<file path="src/rtl/ub_host_reader_pkg.sv">
// Shared types and defaults for the UB host readback engine.
package ub_host_reader_pkg;

  localparam int DATA_W_DEF = 16;
  localparam int ADDR_W_DEF = 6;
  localparam int LEN_W_DEF  = 7;
  localparam int DEPTH_DEF  = 8;
  localparam int BURST_DEF  = 4;

  typedef enum logic [1:0] {
    ST_IDLE,
    ST_ISSUE,
    ST_WAIT,
    ST_DRAIN
  } state_t;

  function automatic int unsigned chunk_len(input int unsigned remaining, input int unsigned burst);
    return (remaining > burst) ? burst : remaining;
  endfunction

endpackage

</file>
<file path="src/rtl/ub_rd_fifo.sv">
// Circular buffer with two write lanes (lane 1 stored first) and one read port; head word is a register.
// Push of 0..2 words and a pop may coincide; the caller guarantees no overflow/underflow.
module ub_rd_fifo #(
  parameter int DATA_W = 16,
  parameter int DEPTH  = 8
)(
  input  logic                     clk,
  input  logic                     rst,
  input  logic                     i_wr1_en,
  input  logic [DATA_W-1:0]        i_wr1_dat,
  input  logic                     i_wr2_en,
  input  logic [DATA_W-1:0]        i_wr2_dat,
  input  logic                     i_rd_en,
  output logic [DATA_W-1:0]        o_rd_dat,
  output logic [$clog2(DEPTH):0]   o_count,
  output logic                     o_empty
);
  localparam int PTR_W = $clog2(DEPTH);
  localparam int CNT_W = PTR_W + 1;

  logic [DATA_W-1:0] r_mem [DEPTH];
  logic [PTR_W-1:0]  r_wp;
  logic [PTR_W-1:0]  r_rp;
  logic [CNT_W-1:0]  r_cnt;
  logic [PTR_W-1:0]  w_wp2;

  // Lane 2 lands behind lane 1 when both are valid in the same cycle.
  assign w_wp2 = i_wr1_en ? (r_wp + PTR_W'(1)) : r_wp;

  always_ff @(posedge clk or negedge rst) begin
    if (!rst) begin
      for (int i = 0; i < DEPTH; i++) r_mem[i] <= '0;
      r_wp  <= '0;
      r_rp  <= '0;
      r_cnt <= '0;
    end else begin
      if (i_wr1_en) r_mem[r_wp]  <= i_wr1_dat;
      if (i_wr2_en) r_mem[w_wp2] <= i_wr2_dat;
      r_wp  <= r_wp + PTR_W'(i_wr1_en) + PTR_W'(i_wr2_en);
      if (i_rd_en) r_rp <= r_rp + PTR_W'(1);
      r_cnt <= r_cnt + CNT_W'(i_wr1_en) + CNT_W'(i_wr2_en) - CNT_W'(i_rd_en);
    end
  end

  assign o_rd_dat = r_mem[r_rp];
  assign o_count  = r_cnt;
  assign o_empty  = (r_cnt == '0);

endmodule

</file>
<file path="src/rtl/ub_host_reader.sv">
// Host readback engine: splits a command into UB read bursts and streams returned words to the host.
// First request one cycle after accept; a burst is only issued once the FIFO can hold all of it.
module ub_host_reader
  import ub_host_reader_pkg::*;
#(
  parameter int DATA_W = DATA_W_DEF,
  parameter int ADDR_W = ADDR_W_DEF,
  parameter int LEN_W  = LEN_W_DEF,
  parameter int DEPTH  = DEPTH_DEF,
  parameter int BURST  = BURST_DEF
)(
  input  logic              clk,
  input  logic              rst,
  input  logic              cmd_valid_in,
  output logic              cmd_ready_out,
  input  logic [ADDR_W-1:0] cmd_addr_in,
  input  logic [LEN_W-1:0]  cmd_len_in,
  output logic              ub_rd_start_out,
  output logic [ADDR_W-1:0] ub_rd_addr_out,
  output logic [ADDR_W-1:0] ub_rd_loc_out,
  input  logic [DATA_W-1:0] ub_rd_data_1_in,
  input  logic              ub_rd_valid_1_in,
  input  logic [DATA_W-1:0] ub_rd_data_2_in,
  input  logic              ub_rd_valid_2_in,
  output logic [DATA_W-1:0] host_data_out,
  output logic              host_valid_out,
  input  logic              host_ready_in,
  output logic              host_last_out,
  output logic              done_out,
  output logic              err_overflow_out
);
  localparam int CNT_W = $clog2(DEPTH) + 1;

  state_t            r_state;
  logic [ADDR_W-1:0] r_addr;
  logic [ADDR_W-1:0] r_rd_addr;
  logic [ADDR_W-1:0] r_rd_loc;
  logic [LEN_W-1:0]  r_len;
  logic [LEN_W-1:0]  r_remaining;
  logic [LEN_W-1:0]  r_chunk;
  logic [LEN_W-1:0]  r_rcvd;
  logic [LEN_W-1:0]  r_out_cnt;
  logic              r_start;
  logic              r_done;
  logic              r_err;

  logic [CNT_W-1:0]  w_count;
  logic [CNT_W-1:0]  w_free;
  logic              w_empty;
  logic              w_pop;
  logic              w_in_wait;
  logic              w_acc1;
  logic              w_acc2;
  logic              w_drop;
  logic              w_space_ok;
  logic [LEN_W-1:0]  w_chunk;
  logic [LEN_W-1:0]  w_cmd_chunk;
  logic [LEN_W-1:0]  w_rcvd1;
  logic [LEN_W-1:0]  w_rcvd_nxt;

  assign w_chunk     = LEN_W'(chunk_len(32'(r_remaining), BURST));
  assign w_cmd_chunk = LEN_W'(chunk_len(32'(cmd_len_in), BURST));
  assign w_free      = CNT_W'(DEPTH) - w_count;
  assign w_space_ok  = (32'(w_free) >= 32'(w_chunk));

  // Only words still owed to the current burst are kept; anything else is an overflow.
  assign w_in_wait  = (r_state == ST_WAIT);
  assign w_acc1     = ub_rd_valid_1_in && w_in_wait && (r_rcvd < r_chunk);
  assign w_rcvd1    = r_rcvd + LEN_W'(w_acc1);
  assign w_acc2     = ub_rd_valid_2_in && w_in_wait && (w_rcvd1 < r_chunk);
  assign w_rcvd_nxt = w_rcvd1 + LEN_W'(w_acc2);
  assign w_drop     = (ub_rd_valid_1_in && !w_acc1) || (ub_rd_valid_2_in && !w_acc2);

  assign w_pop = !w_empty && host_ready_in;

  ub_rd_fifo #(
    .DATA_W (DATA_W),
    .DEPTH  (DEPTH)
  ) u_fifo (
    .clk       (clk),
    .rst       (rst),
    .i_wr1_en  (w_acc1),
    .i_wr1_dat (ub_rd_data_1_in),
    .i_wr2_en  (w_acc2),
    .i_wr2_dat (ub_rd_data_2_in),
    .i_rd_en   (w_pop),
    .o_rd_dat  (host_data_out),
    .o_count   (w_count),
    .o_empty   (w_empty)
  );

  always_ff @(posedge clk or negedge rst) begin
    if (!rst) begin
      r_state     <= ST_IDLE;
      r_addr      <= '0;
      r_rd_addr   <= '0;
      r_rd_loc    <= '0;
      r_len       <= '0;
      r_remaining <= '0;
      r_chunk     <= '0;
      r_rcvd      <= '0;
      r_out_cnt   <= '0;
      r_start     <= 1'b0;
      r_done      <= 1'b0;
      r_err       <= 1'b0;
    end else begin
      r_start <= 1'b0;
      r_done  <= 1'b0;
      if (w_drop) r_err <= 1'b1;
      if (w_pop) r_out_cnt <= r_out_cnt + LEN_W'(1);
      case (r_state)
        ST_IDLE: begin
          if (cmd_valid_in) begin
            r_addr      <= cmd_addr_in;
            r_len       <= cmd_len_in;
            r_remaining <= cmd_len_in;
            r_out_cnt   <= '0;
            r_rcvd      <= '0;
            if (cmd_len_in == '0) begin
              r_done <= 1'b1;
            end else begin
              // FIFO is always empty in IDLE, so the first burst needs no space check.
              r_start   <= 1'b1;
              r_rd_addr <= cmd_addr_in;
              r_rd_loc  <= ADDR_W'(w_cmd_chunk);
              r_chunk   <= w_cmd_chunk;
              r_state   <= ST_WAIT;
            end
          end
        end
        ST_ISSUE: begin
          if (w_space_ok) begin
            r_start   <= 1'b1;
            r_rd_addr <= r_addr;
            r_rd_loc  <= ADDR_W'(w_chunk);
            r_chunk   <= w_chunk;
            r_rcvd    <= '0;
            r_state   <= ST_WAIT;
          end
        end
        ST_WAIT: begin
          if (w_rcvd_nxt == r_chunk) begin
            r_addr      <= r_addr + ADDR_W'(r_chunk);
            r_remaining <= r_remaining - r_chunk;
            r_rcvd      <= '0;
            r_state     <= (r_remaining == r_chunk) ? ST_DRAIN : ST_ISSUE;
          end else begin
            r_rcvd <= w_rcvd_nxt;
          end
        end
        ST_DRAIN: begin
          if (w_empty) begin
            r_done  <= 1'b1;
            r_state <= ST_IDLE;
          end
        end
        default: r_state <= ST_IDLE;
      endcase
    end
  end

  assign cmd_ready_out    = (r_state == ST_IDLE);
  assign ub_rd_start_out  = r_start;
  assign ub_rd_addr_out   = r_rd_addr;
  assign ub_rd_loc_out    = r_rd_loc;
  assign host_valid_out   = !w_empty;
  assign host_last_out    = !w_empty && (r_out_cnt == r_len - LEN_W'(1));
  assign done_out         = r_done;
  assign err_overflow_out = r_err;

endmodule

</file>
<file path="config.mk">
export PLATFORM = sky130hd
export DESIGN_NAME = ub_host_reader
export DESIGN_NICKNAME = d
export VERILOG_FILES = /design/src/rtl/ub_host_reader_pkg.sv /design/src/rtl/ub_rd_fifo.sv /design/src/rtl/ub_host_reader.sv
export SDC_FILE = /design/constraint.sdc
export NUM_CORES = 1
export LEC_CHECK = 0
export CAP_MARGIN = 10
export CORE_ASPECT_RATIO = 0.7
export CORE_MARGIN = 5
export CORE_UTILIZATION = 25
export DETAILED_ROUTE_END_ITERATION = 16
export PLACE_DENSITY_LB_ADDON = 0.1
export SLEW_MARGIN = 20
export SYNTH_ARGS = -nofsm -noshare
export SYNTH_HDL_FRONTEND = slang
export SYNTH_HIERARCHICAL = 1
export SYNTH_SLANG_ARGS = --single-unit
</file>
<file path="constraint.sdc">
create_clock -name clk -period 11.35 [get_ports clk]
set_input_delay 1.7025 -clock clk [delete_from_list [all_inputs] [get_ports clk]]
set_output_delay 1.7025 -clock clk [all_outputs]
set_load 0.05 [all_outputs]
</file>
==> results_dict.tcl <==
set metrics [dict create \
    final_cells 1747 \
    initial_core_util_pct 25.5 \
    design.die.area_mm2 0.0537 \
    yosys.area.top_type "dfrtp_1" \
    synthAdderAreaFrac_pct 5.59 \
    vias 8139 \
    drv_cap 0 \
    rsz0062_at_grt "false" \
    cp_slowest_stage_delay_ns 0.73 \
    status "finished, final reports clean" \
    hold_viol 0 \
    ctsResizeCount 0 \
    async_reset_ff_share_pct 100 \
    finalSetupTns_ns 0 \
    ys_types 88 \
    cp.required_ns 11.65 \
    clock-skew-final_ns 0.0140 \
    clock-sinks 190 \
    worst_slew_pin_slew_ns 1.05 \
    period_minus_slack_ns 8.13 \
    synth_top_cell_area_share_pct 38.8 \
    whs_path_depth 2 \
    drt-initial-drc-count 416 \
    root_buffer "clkbuf_16" \
    p_leak_nw 5.86 \
    synth_nets 1117 \
    wl_per_cell_um 22.0 \
    synth_compound_area_share_pct 7.14 \
    synthToLayoutAreaGrowth_pct 16.6 \
    ys_top_cells_by_count "262 x mux2_2, 190 x dfrtp_1, 46 x ha_1" \
    yosys.area_share.xor_xnor_pct 3.96 \
    drt-pass1-iter-count 5 \
    yosysWarningCount 6 \
    yosys.area_share.simple_pct 7.84 \
    dp_cells 1715 \
    period_share_pct 71.6 \
    viasPerCell 4.66 \
    crit_path_end_kind "flip-flop" \
    slew_viol_final 0 \
    final_antenna_net_count 0 \
    cp-start-kind "flip-flop" \
    gr-total-overflow 0 \
    seq_area_frac_synth_pct 38.8 \
    timing.fmax_mhz 123 \
    r2r_start "ub_rd_loc_out[1]$_DFFE_PN0P_" \
    critical_path_class "flip-flop to flip-flop" \
    antenna_found_initial 0 \
    coreArea_mm2 0.0482 \
    die_h_um 195 \
    cts-htree-levels 4 \
    synth.area.top_cells "dfrtp_1 39%, mux2_2 24%, mux4_2 5.9%" \
    place_congestion 0.790 \
    worstReg2RegEnd "r_addr[1]$_DFFE_PN0P_" \
    holdPathEnd "r_len[6]$_DFFE_PN0P_" \
    syn_area_mm2 0.0123 \
    r2r_slack_ns 3.22 \
    grt_pass1_vias 8470 \
    crit_slowest_cell "nor3_2" \
    post-place-ws_ns 3.06 \
    peakVddDrop_v 0.000261 \
    hp-start "r_len[6]$_DFFE_PN0P_" \
    die_width_um 275 \
    layout.nets 1181 \
    synth.avg_cell_area_um2 12.1 \
    ios 85 \
    r2r_cells 26 \
    clk_pin_slew_worst_paths_ns 0.08 \
    wl_mm 38.5 \
    p_per_area_mw_per_mm2 296 \
    yosysMostFrequentCell "mux2_2" \
    antennaDiodeCount 0 \
    cts_setup_buffers 0 \
    grt_start_max_net_pins 74 \
    clockBufferDepth 2 \
    critPathMaxFanout 14 \
    cp.arrival_ns 8.43 \
    finalSetupViolations 0 \
    hold_path_class "flip-flop to flip-flop" \
    fin_ws_ns 3.22 \
    grt_first_pass_wirelength_mm 58.3 \
    slew_headroom_pct 29.6 \
    synthMuxAreaShare_pct 32.6 \
    synth-seq-cells 190 \
    drive_gt1_share_pct 36.4 \
    port_buffers 84 \
    grt_usage_pct 14.5 \
    dp_hpwl_mm 25.3 \
    clock_latency_ns 0.46 \
    synth_top_family_by_area "multiplexers" \
    synth_cells 1015 \
    crit_path_start "ub_rd_loc_out[1]$_DFFE_PN0P_" \
    num_rows 67 \
    cts_tree "built" \
    synth_ff_type "dfrtp_1" \
    cts_hold_buffers 0 \
    post-route-drc-count 0 \
    synth-edff-count 0 \
    numCtsBuffers 17 \
]
## metal layers
metal / wire, um / global-route usage [%] / share of wire (%) / up-vias
met1: 20300 / 22.7 / 53 / 4156
met5: 0 / 0 / 0 / -
met3: 1120 / 2.53 / 2.9 / 14
met4: 306 / 2.47 / 0.80 / 0
li1: - / - / - / 3846
met2: 16700 / 21.1 / 44 / 123
## report_power, final
part / switching, mW / internal [mW] / leakage (nW) / total, mW
logic: 1.20 / 1.18 / 3.30 / 2.38
clock network: 0.304 / 0.285 / 0.255 / 0.588
registers: 0.282 / 0.996 / 2.30 / 1.28
total: 1.78 / 2.46 / 5.86 / 4.24
## through the flow
| step | util [%] | hold WS, ns | area (um^2) | power [mW] |
|---|---|---|---|---|
| floorplan | - | 0.467 | 12300 | 3.01 |
| global placement | 28.6 | 0.488 | 13800 | 3.67 |
| detailed placement | 28.6 | 0.492 | 13800 | 3.68 |
| CTS | 29.7 | 0.510 | 14300 | 4.30 |
| global route | 29.7 | 0.549 | 14300 | 4.54 |
| finish | 29.7 | 0.507 | 14300 | 4.24 |
## critical path: cells and delay by family (launching register included)
family                   cells  cell delay, ns
flip-flops                   1            0.50
adder cells (fa/ha/maj)      6            2.10
XOR/XNOR                     1            0.28
buffers and inverters        1            0.18
AND/OR/NAND/NOR              7            2.84
AO/OA/AOI/OAI               11            2.08
## cells by family (layout without fill, tap and decap cells)
logic type / Yosys count / count (layout)
AOI/OAI and AO/OA: 124 / 124
xor gates and xnor gates: 53 / 53
adders and majority gates: 52 / 52
buffers and inverters: 102 / 179
DFF: 190 / 190
muxes: 322 / 322
other: 1 / 1
and+or+nand+nor: 171 / 171
## state kept, by name (all words and copies together), names as in the netlist, 2 cells and up
register and cells:
r_addr 6, r_chunk 2, r_len 7, r_out_cnt 7
r_rcvd 7, r_remaining 7, r_state 2, u_fifo/o_count 4
u_fifo/r_mem 128, u_fifo/r_rp 3, u_fifo/r_wp 3, ub_rd_addr_out 6
ub_rd_loc_out 5
## cell usage in the layout, fill, tap and decap left out, types with 8 or more instances in the layout
master             n
mux2_2           262
mux2i_1           16
clkdlybuf4s50_1   83
nor3_1             9
a211oi_1           8
mux4_2            32
a21o_1            14
clkbuf_16         17
xnor2_1           32
ha_1              46
mux2_4            10
xor2_1            19
nand2b_1           8
nor2_1            42
dfrtp_1          188
o21ai_0           21
a21oi_1           32
nand2_1           45
inv_1             41
buf_4             18
## cell type report
class                   instances  area (um^2)
clock buffers                  18          429
clock inverters                14          110
fillers                      4919        33900
inverters                      45          171
multi-input cells             723         7040
flip-flops and latches        190         4760
well taps                     655          820
repair buffers                102          980
## worst max path at each step
stage                            endpoint  slack, ns  cells past startpoint
2_1_floorplan      r_state[0]$_DFFE_PN0P_       5.25                     27
3_3_place_gp   r_remaining[0]$_DFFE_PN0P_       3.17                     20
3_5_place_dp        r_addr[1]$_DFFE_PN0P_       3.06                     20
4_1_cts             r_addr[1]$_DFFE_PN0P_       3.22                     26
5_1_grt        r_remaining[0]$_DFFE_PN0P_       2.50                     26
6_report            r_addr[1]$_DFFE_PN0P_       3.22                     26
(Power assumes the default switching activity.)
